`config.mk`:
```
export PLATFORM = sky130hd
export DESIGN_NAME = mmio_timer
export DESIGN_NICKNAME = d
export VERILOG_FILES = /design/src/rtl/mmio_timer.sv
export SDC_FILE = /design/constraint.sdc
export NUM_CORES = 1
export LEC_CHECK = 0
export BUFFER_PORTS_ARGS = -buffer_cell sky130_fd_sc_hd__clkbuf_2
export CORE_MARGIN = 2
export CORE_UTILIZATION = 50
export CTS_BUF_LIST = sky130_fd_sc_hd__clkbuf_4 sky130_fd_sc_hd__clkbuf_8
export CTS_CLUSTER_SIZE = 16
export DETAILED_ROUTE_END_ITERATION = 12
export GPL_TIMING_DRIVEN = 0
export PLACE_DENSITY_LB_ADDON = 0.1
export SLEW_MARGIN = 30
export SYNTH_ARGS = -nofsm -noshare
export SYNTH_HDL_FRONTEND = slang
export SYNTH_SLANG_ARGS = --single-unit
```
`constraint.sdc`:
```
create_clock -name clk_i -period 7.2 [get_ports clk_i]
set_input_delay 0 -clock clk_i [delete_from_list [all_inputs] [get_ports clk_i]]
set_output_delay 0 -clock clk_i [all_outputs]
set_load 0.01 [all_outputs]
```
`src/rtl/mmio_timer.sv`:
```
// Memory-mapped 32-bit timer peripheral on the 16-bit data port: prescaled compare/overflow
// counter, free-running cycle counter, coherent 32-bit reads and a level compare interrupt.
module mmio_timer #(
   parameter int unsigned PORT_LEN       = 16,
   parameter int unsigned RESET_PRESCALE = 0
) (
   input  logic                clk_i,
   input  logic                reset_ni,
   input  logic                select_i,
   input  logic                write_i,
   input  logic                read_i,
   input  logic [4:0]          addr_i,
   input  logic [PORT_LEN-1:0] data_i,
   input  logic [PORT_LEN-1:0] mask_i,
   output logic [PORT_LEN-1:0] data_o,
   output logic                irq_o
);

   localparam int unsigned DW = PORT_LEN;
   localparam int unsigned CW = 2 * PORT_LEN;

   localparam logic [3:0] IDX_CTRL     = 4'd0;
   localparam logic [3:0] IDX_STATUS   = 4'd1;
   localparam logic [3:0] IDX_PRESCALE = 4'd2;
   localparam logic [3:0] IDX_COUNT_LO = 4'd4;
   localparam logic [3:0] IDX_COUNT_HI = 4'd5;
   localparam logic [3:0] IDX_CMP_LO   = 4'd6;
   localparam logic [3:0] IDX_CMP_HI   = 4'd7;
   localparam logic [3:0] IDX_CYCLE_LO = 4'd8;
   localparam logic [3:0] IDX_CYCLE_HI = 4'd9;

   // ctrl: [0] EN, [1] AUTORELOAD, [2] IRQEN; status: [0] MATCH, [1] OVF
   logic [2:0]    ctrl;
   logic [1:0]    status;
   logic [DW-1:0] prescale;
   logic [DW-1:0] pre;
   logic [CW-1:0] count;
   logic [CW-1:0] cmp;
   logic [CW-1:0] cycle;
   logic [DW-1:0] count_shadow;
   logic [DW-1:0] cycle_shadow;

   logic [3:0]    idx;
   logic          wr_c;
   logic          rd_c;
   logic          tick_c;
   logic          match_c;
   logic          ovf_c;
   logic [DW-1:0] wdata_c;
   logic [DW-1:0] rdata_c;
   logic [1:0]    clr_c;
   logic [CW-1:0] count_inc_c;
   logic [CW-1:0] count_tick_c;
   logic [CW-1:0] count_nxt_c;
   logic [CW-1:0] cmp_nxt_c;
   logic [DW-1:0] prescale_nxt_c;
   logic [DW-1:0] pre_nxt_c;
   logic [2:0]    ctrl_nxt_c;
   logic [1:0]    status_nxt_c;

   logic          unused_addr;
   assign unused_addr = addr_i[0];

   // Tick generation, counter update and masked register writes
   always_comb begin
      idx         = addr_i[4:1];
      wr_c        = select_i & write_i;
      rd_c        = select_i & read_i;
      wdata_c     = data_i & mask_i;
      tick_c      = ctrl[0] && (pre == prescale);
      count_inc_c = count + CW'(1);
      match_c     = tick_c && (count == cmp);
      ovf_c       = tick_c && !match_c && (count_inc_c == '0);

      count_tick_c = count;
      if (match_c && ctrl[1]) begin
         count_tick_c = '0;
      end else if (tick_c) begin
         count_tick_c = count_inc_c;
      end

      pre_nxt_c = '0;
      if (ctrl[0] && !tick_c) begin
         pre_nxt_c = pre + DW'(1);
      end

      ctrl_nxt_c     = ctrl;
      clr_c          = '0;
      prescale_nxt_c = prescale;
      count_nxt_c    = count_tick_c;
      cmp_nxt_c      = cmp;
      if (wr_c) begin
         case (idx)
            IDX_CTRL:     ctrl_nxt_c = (ctrl & ~mask_i[2:0]) | wdata_c[2:0];
            IDX_STATUS:   clr_c = wdata_c[1:0];
            IDX_PRESCALE: prescale_nxt_c = (prescale & ~mask_i) | wdata_c;
            IDX_COUNT_LO: count_nxt_c[DW-1:0] = (count_tick_c[DW-1:0] & ~mask_i) | wdata_c;
            IDX_COUNT_HI: count_nxt_c[CW-1:DW] = (count_tick_c[CW-1:DW] & ~mask_i) | wdata_c;
            IDX_CMP_LO:   cmp_nxt_c[DW-1:0] = (cmp[DW-1:0] & ~mask_i) | wdata_c;
            IDX_CMP_HI:   cmp_nxt_c[CW-1:DW] = (cmp[CW-1:DW] & ~mask_i) | wdata_c;
            default:      ;
         endcase
      end
      // a set event in the same cycle as its W1C keeps the bit high
      status_nxt_c = (status & ~clr_c) | {ovf_c, match_c};
   end

   // Read mux over the pre-write register values
   always_comb begin
      rdata_c = '0;
      case (idx)
         IDX_CTRL:     rdata_c = DW'(ctrl);
         IDX_STATUS:   rdata_c = DW'(status);
         IDX_PRESCALE: rdata_c = prescale;
         IDX_COUNT_LO: rdata_c = count[DW-1:0];
         IDX_COUNT_HI: rdata_c = count_shadow;
         IDX_CMP_LO:   rdata_c = cmp[DW-1:0];
         IDX_CMP_HI:   rdata_c = cmp[CW-1:DW];
         IDX_CYCLE_LO: rdata_c = cycle[DW-1:0];
         IDX_CYCLE_HI: rdata_c = cycle_shadow;
         default:      rdata_c = '0;
      endcase
   end

   always_ff @(posedge clk_i or negedge reset_ni) begin
      if (!reset_ni) begin
         ctrl         <= '0;
         status       <= '0;
         prescale     <= DW'(RESET_PRESCALE);
         pre          <= '0;
         count        <= '0;
         cmp          <= '1;
         cycle        <= '0;
         count_shadow <= '0;
         cycle_shadow <= '0;
         data_o       <= '0;
      end else begin
         ctrl     <= ctrl_nxt_c;
         status   <= status_nxt_c;
         prescale <= prescale_nxt_c;
         pre      <= pre_nxt_c;
         count    <= count_nxt_c;
         cmp      <= cmp_nxt_c;
         cycle    <= cycle + CW'(1);
         if (rd_c) begin
            data_o <= rdata_c;
            if (idx == IDX_COUNT_LO) count_shadow <= count[CW-1:DW];
            if (idx == IDX_CYCLE_LO) cycle_shadow <= cycle[CW-1:DW];
         end
      end
   end

   assign irq_o = ctrl[2] & status[0];

endmodule
```
==> results.cfg <==
[status]
outcome = finished clean

[die]
floorplan.initialDensity = 0.510
die_width_um = 145
core-area_um2 = 19500
die_y_um = 145
row_count = 51
io_pins = 59
die-area_um2 = 21000

[setup_path]
cp-start-kind = flop
critPathKind = flop to flop
max_stage_delay_ns = 0.67
crit_required_ns = 7.56
crit_chain = xor2_1 -> nor4_1 -> nand4_1 -> nor2_1 -> nand2_1 -> nor2_1 -> clkbuf_1 -> o31ai_1 -> dlygate4sd3_1
worst-path-buf-inv = 2
critPathSlowestCell = nor2_1
r2r_slack_ns = 3.30
critical_path.top_delay_family = simple AND/OR/NAND/NOR gates
r2r_cells = 9
crit_path_frequent_cell = nor2_1
crit_cells = 9
worstSetupEndpointType = flop
crit_fanout = 10
cp.arrival_ns = 4.26
reg2reg_to = count[27]$_DFF_PN0_
worstSetupEndpoint = count[27]$_DFF_PN0_

[timing]
setup_viol = 0
clock.fmax_mhz = 256
setup_tns_ns = 0
grt_setup_unrepaired = no
worst_slew_pin_slew_ns = 0.947
hold_ws_ns = 0.0153
hold_viol_final = 0
setup_ws_ns = 3.30
final_max_slew_viol_count = 0
relSlewSlack = 0.364
fin_crit_ns = 3.90
skew_ns = 0.0138
finalCritPeriodShare = 0.542

[detailed_routing]
drc = 0
routed_wl_um = 31100
viasPerCell = 6.00
drt_first_pass_iters = 9
final_antenna_net_count = 0
drt_iter0_drc = 1099
avgRoutedWirePerCell_um = 22.4
vias = 8334

[placed_design]
routabilityCongestion = 0.984
dp.cells = 1319
dpl_cell_area_um2 = 10600
portBuffers = 56
post-place-ws_ns = 3.89
dp_hpwl_um = 22900

[logic_synthesis]
yosys_warnings = 0
synth_seq_area_share = 0.460
yosys_register_bits = 181
synth.distinct_cells = 55
synthArstFlopShare = 1.00
syn_inst = 996
syn_area_um2 = 9920
synth_edf_count = 0
syn_avg_cell_area_um2 = 9.96
syn_nets = 1041
ys.flop_type = dfrtp_1

[flow_run]
cap_violations = 0

[worst_hold_path]
worstHoldPathType = input pin to flop

[final_layout]
layout_commonest_cell = dfrtp_1
fin_area_um2 = 11400
final_util = 0.586
n_antenna_cell = 0
layout-drive-gt1-share = 0.204
instances_no_fill = 1390
final_cell_mix = 149 x dfrtp_1, 123 x nor2_1, 103 x nand2_1
area_growth_pct = 14.9
layout.nets = 1157

[power_and_ir_drop]
power_density_nw_per_um2 = 244
clockPowerShare = 0.248
seqPwrFrac = 0.465
power_mw = 2.78
internal_power_mw = 1.74
pwr-share-comb = 0.286
vdd_drop_max_mv = 0.141
p_sw_frac = 0.373
leakage_nw = 4.73
p_sw_mw = 1.04

[clock_network]
htreeDepth = 4
clk_path_buf_depth = 2
cts_made_buffers = 17
clock_sinks = 181
insertion_delay_ns = 0.47
cts_tree = done
path_clk_slew_ns = 0.11
ctsRootBufferMaster = clkbuf_8

[global_routing]
grt_start_max_net_pins = 67
grt_pass1_wl_um = 47300
track_usage = 0.308
grt_overflow_total = 0
antenna_found_initial = 0
grt_pass1_vias = 8032
-- synth_stat cells (all sizes together), types with 5 or more instances --
cell type / instances / share of area
a21oi: 6 / 0.0030
xor2: 94 / 0.083
nand3: 61 / 0.031
a22oi: 33 / 0.025
nor4: 21 / 0.013
o31ai: 32 / 0.024
nor3: 11 / 0.0067
nand2b: 6 / 0.0038
dfrtp: 149 / 0.38
nand2: 103 / 0.039
dfstp: 32 / 0.085
and3: 19 / 0.012
xnor2: 36 / 0.032
a222oi: 14 / 0.014
clkbuf: 49 / 0.022
a22o: 19 / 0.017
mux2: 82 / 0.093
inv: 11 / 0.0042
and2: 5 / 0.0032
buf: 10 / 0.0068
nand4: 26 / 0.018
and4: 8 / 0.0071
o21ai: 10 / 0.0050
nor2: 123 / 0.047
-- per-layer routing --
metal	vias up	part of all wire	global-route usage
met1	4097	0.43	0.429
met4	0	0.030	0.104
met2	402	0.46	0.481
met3	60	0.088	0.0655
met5	-	0	0
li1	3775	-	-
-- repair_timing --
item | in CTS | in global routing
resized for setup | 0 | 0
hold buffers | 39 | 0
setup endpoints to repair | 0 | 0
buffers inserted | 0 | 0
endpoints found under the hold margin | 188 | 0
-- worst min path at each step --
stage                           from                   to  slack [ns]  depth (start not counted)
final                     mask_i[14]  count[30]$_DFF_PN0_        0.02                          5
after floorplan             reset_ni            async pin       -0.30                          0
after global routing      mask_i[14]  count[30]$_DFF_PN0_        0.02                          5
after detailed placement    reset_ni  count[18]$_DFF_PN0_      -0.005                          1
after global placement     data_i[3]  count[19]$_DFF_PN0_        0.28                          3
after CTS                 mask_i[14]  count[30]$_DFF_PN0_     0.00006                          5
-- logic make-up (layout without fill, tap and decap cells) --
kind of cell / count (synthesis) / count (layout) / share of synthesized area
AO/OA/AOI/OAI: 123 / 123 / 0.0958
XOR/XNOR: 130 / 130 / 0.115
flip-flops: 181 / 181 / 0.460
buffers and inverters: 71 / 200 / 0.0335
AND/OR/NAND/NOR: 403 / 403 / 0.196
adder cells (fa/ha/maj): 3 / 3 / 0.00378
multiplexers: 85 / 85 / 0.0961
-- worst min-delay path: stages --
cell and delay, ns:
clkbuf_2 0.08, nand2_1 0.16, nor2_1 0.08, nand2_1 0.07
o31ai_1 0.06
-- area by class of cell --
cell class,instances,area (um2)
clock buffers,18,248
plain buffers,60,292
multi-input cells,744,5040
repair buffers,97,734
fillers,1760,8060
clock inverters,14,140
flip-flops and latches,181,4570
well taps,265,332
inverters,11,41.3
-- power groups by stage --
stage          logic, mW  registers, mW  clock network [mW]
3_5_place_dp       0.753           1.31                   0
4_1_cts            0.779           1.29               0.700
3_3_place_gp       0.741           1.30                   0
5_1_grt            0.850           1.31               0.739
6_report           0.796           1.29               0.690
2_1_floorplan      0.518           1.26                   0
No activity file was read; power rests on OpenSTA's default activity.
